<file path="config.mk">
export PLATFORM = sky130hd
export DESIGN_NAME = regfile_ecall_unit
export DESIGN_NICKNAME = d
export VERILOG_FILES = /design/src/rtl/regfile_ecall_unit.sv
export SDC_FILE = /design/constraint.sdc
export NUM_CORES = 2
export LEC_CHECK = 0
export BUFFER_PORTS_ARGS = -buffer_cell sky130_fd_sc_hd__buf_2
export CAP_MARGIN = 20
export CORE_UTILIZATION = 59
export CTS_CLUSTER_SIZE = 40
export DETAILED_ROUTE_END_ITERATION = 7
export MAX_ROUTING_LAYER = met4
export PLACE_DENSITY = 0.85
export SLEW_MARGIN = 20
export SYNTH_ARGS = -nofsm -noshare
export SYNTH_HDL_FRONTEND = slang
export SYNTH_SLANG_ARGS = --single-unit
</file>
<file path="constraint.sdc">
create_clock -name clk -period 4.7 [get_ports clk]
set_input_delay 0.235 -clock clk [delete_from_list [all_inputs] [get_ports clk]]
set_output_delay 0.235 -clock clk [all_outputs]
set_load 0.05 [all_outputs]
</file>
<file path="src/rtl/regfile_ecall_unit.sv">
// ----------------------------------------------------------------------------
// regfile_ecall_unit
//   Integer register file for the single-cycle RISC-V core. It has two
//   combinational read ports and one synchronous write port. It also contains
//   the environment-call service engine. That engine performs print, read,
//   exit and PC-change services through valid/ready handshakes to the I/O
//   block, and it stalls the core while a service is outstanding.
//
// Ports
//   clk, reset                 clock; synchronous active-high reset
//   ecall                      current instruction is ECALL
//   rs1, rs2 / read_data1,2    combinational read ports (x0 reads 0)
//   rd, write_data, reg_write  write port (x0 writes discarded)
//   io_in_data/valid/ready     input word handshake (engine is the sink)
//   io_out_data/valid/ready    output word handshake (engine is the source)
//   stall                      core holds PC and suppresses commit
//   halted                     program has exited (sticky until reset)
//   pc_change                  one-cycle PC redirect request
//   led_out                    [7] input just received, [0] halted
// ----------------------------------------------------------------------------

// One read port. Forwarding is only applied for writes that the engine
// actually accepts, so a write issued in an ecall cycle is never visible.
module regfile_ecall_rdport #(
    parameter int XLEN   = 32,
    parameter int AW     = 5,
    parameter int BYPASS = 1
) (
    input  logic [AW-1:0]   addr,
    input  logic [XLEN-1:0] reg_data,
    input  logic            wr_en,
    input  logic [AW-1:0]   wr_addr,
    input  logic [XLEN-1:0] wr_data,
    output logic [XLEN-1:0] data
);
    logic fwd;

    // wr_en already excludes rd==0.
    assign fwd  = (BYPASS != 0) && wr_en && (wr_addr == addr);
    assign data = (addr == '0) ? '0 : (fwd ? wr_data : reg_data);
endmodule

module regfile_ecall_unit #(
    parameter int XLEN   = 32,
    parameter int AW     = 5,
    parameter int BYPASS = 1,
    parameter int A0_IDX = 10,
    parameter int A7_IDX = 17
) (
    input  logic            clk,
    input  logic            reset,
    input  logic            ecall,
    input  logic [AW-1:0]   rs1,
    input  logic [AW-1:0]   rs2,
    input  logic [AW-1:0]   rd,
    input  logic [XLEN-1:0] write_data,
    input  logic            reg_write,
    output logic [XLEN-1:0] read_data1,
    output logic [XLEN-1:0] read_data2,
    input  logic [XLEN-1:0] io_in_data,
    input  logic            io_in_valid,
    output logic            io_in_ready,
    output logic [XLEN-1:0] io_out_data,
    output logic            io_out_valid,
    input  logic            io_out_ready,
    output logic            stall,
    output logic            halted,
    output logic            pc_change,
    output logic [7:0]      led_out
);
    localparam int NREG = 2 ** AW;
    localparam int NRP  = 2;

    localparam logic [AW-1:0]   A0_ADDR = AW'(A0_IDX);
    localparam logic [AW-1:0]   A7_ADDR = AW'(A7_IDX);

    localparam logic [XLEN-1:0] SVC_PRINT = XLEN'(1);
    localparam logic [XLEN-1:0] SVC_READ  = XLEN'(5);
    localparam logic [XLEN-1:0] SVC_EXIT  = XLEN'(10);
    localparam logic [XLEN-1:0] SVC_PCCH  = XLEN'(11);

    typedef enum logic [2:0] {
        IDLE,
        OUT_WAIT,
        IN_WAIT,
        DONE,
        HALT
    } state_t;

    state_t state_q, state_d;

    logic [XLEN-1:0] regs [NREG];

    logic [XLEN-1:0] out_data_q, out_data_d;
    logic            out_valid_q, out_valid_d;
    logic            in_ready_q, in_ready_d;
    logic            halted_q, halted_d;
    logic            pc_change_q, pc_change_d;
    logic            led7_q, led7_d;

    logic            wr_ok;       // state allows a normal register write
    logic            a0_load;     // input service completes this edge
    logic            wr_accept;
    logic [XLEN-1:0] a7_val;

    // The service code is decoded from the architectural a7. Forwarding is
    // not needed here because writes are ignored in any ecall cycle.
    assign a7_val    = regs[A7_ADDR];
    assign wr_accept = wr_ok && reg_write && (rd != '0);

    // ------------------------------------------------------------------
    // Read ports
    // ------------------------------------------------------------------
    logic [NRP-1:0][AW-1:0]   rp_addr;
    logic [NRP-1:0][XLEN-1:0] rp_data;

    assign rp_addr = {rs2, rs1};

    for (genvar g = 0; g < NRP; g++) begin : g_rp
        regfile_ecall_rdport #(
            .XLEN   (XLEN),
            .AW     (AW),
            .BYPASS (BYPASS)
        ) u_rp (
            .addr     (rp_addr[g]),
            .reg_data (regs[rp_addr[g]]),
            .wr_en    (wr_accept),
            .wr_addr  (rd),
            .wr_data  (write_data),
            .data     (rp_data[g])
        );
    end

    assign read_data1 = rp_data[0];
    assign read_data2 = rp_data[1];

    // ------------------------------------------------------------------
    // Service FSM: next state, next registered outputs, stall
    // ------------------------------------------------------------------
    always_comb begin
        state_d     = state_q;
        out_data_d  = out_data_q;
        out_valid_d = out_valid_q;
        in_ready_d  = in_ready_q;
        halted_d    = halted_q;
        pc_change_d = 1'b0;
        led7_d      = led7_q;
        stall       = 1'b0;
        wr_ok       = 1'b0;
        a0_load     = 1'b0;

        unique case (state_q)
            IDLE: begin
                if (ecall) begin
                    unique case (a7_val)
                        SVC_PRINT: begin
                            out_data_d  = regs[A0_ADDR];
                            out_valid_d = 1'b1;
                            stall       = 1'b1;
                            state_d     = OUT_WAIT;
                        end
                        SVC_READ: begin
                            in_ready_d = 1'b1;
                            stall      = 1'b1;
                            state_d    = IN_WAIT;
                        end
                        SVC_EXIT: begin
                            halted_d = 1'b1;
                            stall    = 1'b1;
                            state_d  = HALT;
                        end
                        SVC_PCCH: pc_change_d = 1'b1;
                        default: ;
                    endcase
                end else begin
                    wr_ok = 1'b1;
                end
            end
            OUT_WAIT: begin
                stall = 1'b1;
                if (out_valid_q && io_out_ready) begin
                    out_valid_d = 1'b0;
                    state_d     = DONE;
                end
            end
            IN_WAIT: begin
                stall = 1'b1;
                if (io_in_valid) begin
                    a0_load    = 1'b1;
                    in_ready_d = 1'b0;
                    led7_d     = 1'b1;
                    state_d    = DONE;
                end
            end
            DONE: begin
                // The core retires the ECALL here, so a new ecall is not decoded.
                wr_ok   = 1'b1;
                led7_d  = 1'b0;
                state_d = IDLE;
            end
            HALT: stall = 1'b1;
            default: state_d = IDLE;
        endcase
    end

    // ------------------------------------------------------------------
    // State and output registers
    // ------------------------------------------------------------------
    always_ff @(posedge clk) begin
        if (reset) begin
            state_q     <= IDLE;
            out_data_q  <= '0;
            out_valid_q <= 1'b0;
            in_ready_q  <= 1'b0;
            halted_q    <= 1'b0;
            pc_change_q <= 1'b0;
            led7_q      <= 1'b0;
        end else begin
            state_q     <= state_d;
            out_data_q  <= out_data_d;
            out_valid_q <= out_valid_d;
            in_ready_q  <= in_ready_d;
            halted_q    <= halted_d;
            pc_change_q <= pc_change_d;
            led7_q      <= led7_d;
        end
    end

    // ------------------------------------------------------------------
    // Register array
    // ------------------------------------------------------------------
    always_ff @(posedge clk) begin
        if (reset) begin
            for (int i = 0; i < NREG; i++) regs[i] <= '0;
        end else if (wr_accept) begin
            regs[rd] <= write_data;
        end else if (a0_load && (A0_ADDR != '0)) begin
            regs[A0_ADDR] <= io_in_data;
        end
    end

    assign io_out_data  = out_data_q;
    assign io_out_valid = out_valid_q;
    assign io_in_ready  = in_ready_q;
    assign halted       = halted_q;
    assign pc_change    = pc_change_q;
    assign led_out      = {led7_q, 6'b000000, halted_q};
endmodule

</file>
== Yosys cells after proc, flatten, opt, wreduce, memory -nomap -nowiden ==
Memories as Yosys holds them, arrays and structs flattened. A register that Yosys moved wholly into a read port is not among the register bits.
Cells that the tools add are included.
Operators by class
  reduce and logical (&&, ||, !) cells: 22
  bitwise gates (word level): 4
  eq/ne operators: 16
  mux-type cells: 40
Operators by type and width (count)
  $mux 32: 6
  $eq 32x4->1 const B: 2
  $eq 32x1->1 const B: 1
  $eq 32x3->1 const B: 1
  $reduce_or 32->1: 1
  $mux 1: 23
  $pmux 3 s4: 1
  $eq 5x5->1: 2
  $logic_not 5->1: 2
  $pmux 1 s2: 5
  $mux 3: 3
  $pmux 3 s3: 1
  $reduce_or 3->1: 3
  $reduce_and 4->1: 2
  $eq 3x2->1 const B: 2
  $ne 2x2->1 const B: 3
  $reduce_and 3->1: 2
  $reduce_bool 2->1: 3
  $logic_and 1x1->1: 5
  $mux 5: 1
  $reduce_and 5->1: 1
  $reduce_bool 5->1: 1
  $ne 2x1->1 const B: 2
  $ne 4x1->1 const B: 1
  other kinds (6): 8
Storage, ports and cells
  register bits: 8
  logic and storage cells: 89
  input bits: 85
  memories kept: 1
  memory bits (writable): 1024
  output and inout port bits: 109
Memories
  regs: words 32, bits a word 32, read ports 4, clocked after memory_dff 1, wr ports 32, RTL line 92  | logic [XLEN-1:0] regs [NREG];

== Depth between registers and ports, before layout ==
  depth in word-level cells: 9
  mapped depth: 9
  gate-level depth less buffers: 5

== By module ==
A second synthesis with hierarchy kept.
Unflattened totals
  cell total of the unflattened synthesis: 4835
  area total of the unflattened synthesis: 58431.0 um^2
By module, submodules not included
  regfile_ecall_unit: area an instance 57139.8 um^2, instances 1, sequential area each 31550.3 um^2, cells an instance 4589
  regfile_ecall_rdport: area an instance 645.6 um^2, instances 2, sequential area each 0.0 um^2, cells an instance 123

== Worst setup path after synthesis ==
OpenSTA, ideal clock, no wires.
  kind: reg-to-reg
  start point: register state_q[0]
  end point: memory regs[10][0], enable pin
  required time: 4.234 ns
  cell stages (with the launch flop): 6
  arrival: 3.771 ns
  path slack: 0.463 ns
  clock period less this slack: 4.237 ns
  path buffers: 1
  library setup time: 0.466 ns
  cell sequence: dfxtp_1 buf_6 or3_4 a2111oi_4 nand3b_1 o21ai_0
RTL lines
  from (decl): RTL line 90  | state_t state_q, state_d;
  from (signal assigned): RTL line 219  | state_q <= state_d;
  to (decl): RTL line 92

== Worst setup path in the final report ==
  start point: register state_q[0]
  end point: output port read_data1[12]
On the way
  longest elaborated chain between the ends: 7
  elaborated cells between the ends (all ways): 8
  those cells by class: 1 x eq/ne; 3 x mux; 4 x reduce/logical
RTL lines
  $eq 3x2->1 or $logic_not 3->1 (tied branches): RTL line 152  | unique case (state_q)
  $pmux 1 s2 (*): RTL line 152
  $logic_and 1x1->1 (*) (2 in series): RTL line 109  | assign wr_accept = wr_ok && reg_write && (rd != '0);
  $logic_and 1x1->1 (*): RTL line 39  | assign fwd = (BYPASS != 0) && wr_en && (wr_addr == addr);
  $mux 32 (*) (2 in series): RTL line 40  | assign data = (addr == '0) ? '0 : (fwd ? wr_data : reg_data);
  to (decl): RTL line 58  | output logic [XLEN-1:0] read_data1,
Mark *: on every way between the ends. The rest lies on a longest branch, timed or not.

==> results.py <==
metrics = {
    "sta": {
        "rsz0062_at_grt": "no",
        "min_period_over_period_pct": 93.4,
        "finClkSkew_ps": 20.3,
        "clock.fmax_mhz": 228,
        "hold_slack_ps": 26.4,
        "min_period_ps": 4390,
        "fin_setup_tns_ps": 0,
        "finalSetupViolations": 0,
        "hold_violations": 0,
        "max_slew_margin_pct": 25.1,
        "worst_pin_slew_ps": 1120,
        "slew_violations": 0,
    },
    "clocking": {
        "holdBufCountCts": 33,
        "clk_pin_slew_ps": 70,
        "htreeDepth": 3,
        "cts_resized": 0,
        "post-cts-setup-buffers": 0,
        "cts_made_buffers": 105,
        "cts_sinks": 1064,
        "clock_path_buffers": 3,
        "cts_tree": "yes",
        "clock_latency_ps": 700,
        "cts_root_buffer": "clkbuf_16",
    },
    "yosys": {
        "synthCells": 3963,
        "ys_ff_latch": 1064,
        "synth-seq-area-share_pct": 55.7,
        "synth-edff-count": 1024,
        "yosysWarningCount": 0,
        "async_flop_share_pct": 0,
        "synth_area_um2": 56700,
        "avgSynthCellArea_um2": 14.3,
        "yosysUniqueCellTypes": 57,
        "synthFlopType": "edfxtp_1",
    },
    "placement": {
        "io_buffers": 187,
        "routabilityCongestion": 1.07,
        "dpl.hpwl_um": 111000,
    },
    "setup_path": {
        "r2r_slack_ps": 1070,
        "crit_required_ps": 4470,
        "start_kind": "flop",
        "r2r-end": "regs[11][8]",
        "path_buf_inv": 1,
        "cpLargestDelayFamily": "compound AO/OA/AOI/OAI gates",
        "slowest_stage": "a211oi_1",
        "critPathMaxFanout": 38,
        "reg2reg_from": "state_q[0]",
        "path_cells": "or3_4 -> a21oi_1 -> nand4_4 -> a211oi_1 -> buf_2",
        "endpoint_kind": "output port",
        "reg2regPathDepth": 6,
        "slowest_delay_ps": 1070,
        "crit_type": "flop to output port",
        "worstPathArrival_ps": 4160,
    },
    "die": {
        "rows": 113,
        "dieArea_um2": 97300,
        "core_um2": 95000,
        "io_pins": 194,
        "die_w_um": 312,
        "die_y_um": 312,
        "initial_core_util_pct": 59.6,
    },
    "routing": {
        "vias": 39777,
        "via_per_inst": 7.41,
        "firstDrtPassIters": 8,
        "wl_um": 184000,
        "drc": 33,
        "avgRoutedWirePerCell_um": 34.2,
        "detail-route-antenna-nets": 0,
        "drt_iter0_drc": 7561,
    },
    "global_routing": {
        "grt_overflow": 0,
        "grt_pass1_wl_um": 263000,
        "antenna_found_initial": 10,
        "grt_max_degree": 99,
        "track_usage_pct": 38.6,
        "grt_pass1_vias": 38838,
    },
    "final_layout": {
        "regArea_um2": 31600,
        "area_growth_pct": 10.0,
        "final_common_cell": "edfxtp_1",
        "multiInputGateArea_um2": 23400,
        "fillCellCount": 6298,
        "drive_above_1_share_pct": 24.6,
        "most-common-layout-cells": "edfxtp_1 (1024), and2_1 (883), mux4_2 (383)",
        "fin_nets": 4093,
    },
    "power_and_ir_drop": {
        "power_mw": 22.2,
        "p_per_area_nw_per_um2": 355,
        "p_leak_nw": 22.8,
        "ir_drop_uv": 413,
    },
    "job": {
        "max_cap_viol_count": 0,
    },
    "hold_path": {
        "holdPathEnd": "io_out_valid",
        "hp-start": "io_out_ready",
        "min_path_cells": 4,
        "hp-class": "input port to flop",
    },
    "status": {
        "violations": "design-rule violations",
        "outcome": "complete, but fails checks",
    },
}
## area by class of cell
cell class                      count  area share (%)
Tap cell                         1265            2.54
Antenna cell                        7          0.0281
Clock buffer                      129            4.49
Multi-Input combinational cell   2492            37.5
Timing Repair Buffer              339            3.87
Inverter                            6          0.0361
Clock inverter                     68           0.915
Sequential cell                  1064            50.6
## worst register-to-register path, delay by kind of cell (launching register included)
kind / cells / cell delay [ps]
AO/OA/AOI/OAI: 1 / 490
AND/OR/NAND/NOR: 4 / 1960
flip-flops: 1 / 400
buffers and inverters: 1 / 370
## routing by layer
layer	up-vias	share of wire (%)	track usage [%]
li1	15346	-	-
met3	1019	15	12.8
met2	4056	44	55.4
met4	0	9.6	27.6
met5	-	0	-
met1	19356	31	45.7
## kinds of logic after synthesis
| family | after synthesis | synth area share, % |
|---|---|---|
| AO/OA/AOI/OAI | 590 | 7.29 |
| XOR/XNOR | 10 | 0.155 |
| buffers and inverters | 444 | 3.48 |
| flip-flops | 1064 | 55.7 |
| multiplexers | 673 | 20.4 |
| other | 1 | 0.00662 |
| AND/OR/NAND/NOR | 1181 | 13.0 |
## stage by stage
stage                     cells  area [µm²]  setup WS, ps  utilization (%)
after CTS                  5362       62300           566             65.6
after global routing       5367       62300           324             65.6
after global placement     5132       58600          1200             61.7
final                      5370       62300           308             65.6
after detailed placement   5132       58600          1150             61.7
after floorplan            4000       56800           463                -
## synth_stat cells, drive strengths merged, types with 11 or more instances
cell	n	share of area (%)
and2	960	11
edfxtp	1024	54
o22ai	127	1.4
a22o	32	0.49
nand2b	15	0.19
or2	34	0.38
o211ai	32	0.42
a211oi	32	0.42
a22oi	31	0.41
clkbuf	302	2.1
mux2i	284	5.0
a221oi	93	1.4
dfxtp	40	1.4
mux4	383	15
buf	136	1.4
o22a	62	0.96
nand2	11	0.073
nor2	107	0.92
a21oi	40	0.35
nor4	12	0.16
o21ai	128	1.1
## worst max path at each step
stage	from	to	slack [ps]	cells past startpoint
floorplan	state_q[0]	regs[10][0]	460	5
global placement	rs1[1]	read_data1[13]	1200	7
detailed placement	state_q[0]	regs[11][5]	1150	6
CTS	state_q[0]	read_data1[13]	570	5
global route	state_q[0]	read_data1[13]	320	5
finish	state_q[0]	read_data1[12]	310	5
## flip-flops by register name, indices dropped and copies added (netlist names)
name and count:
halted 1, io_in_ready 1, io_out_data 32, io_out_valid 1
led7_q 1, pc_change 1, regs 1024, state_q 3
## power by group
part,internal [mW],leakage [nW],switching [mW]
clock,4.67,1.65,3.73
combinational,0.934,10.3,1.88
sequential,10.7,10.8,0.209
Power figures use the tool's default switching activity.
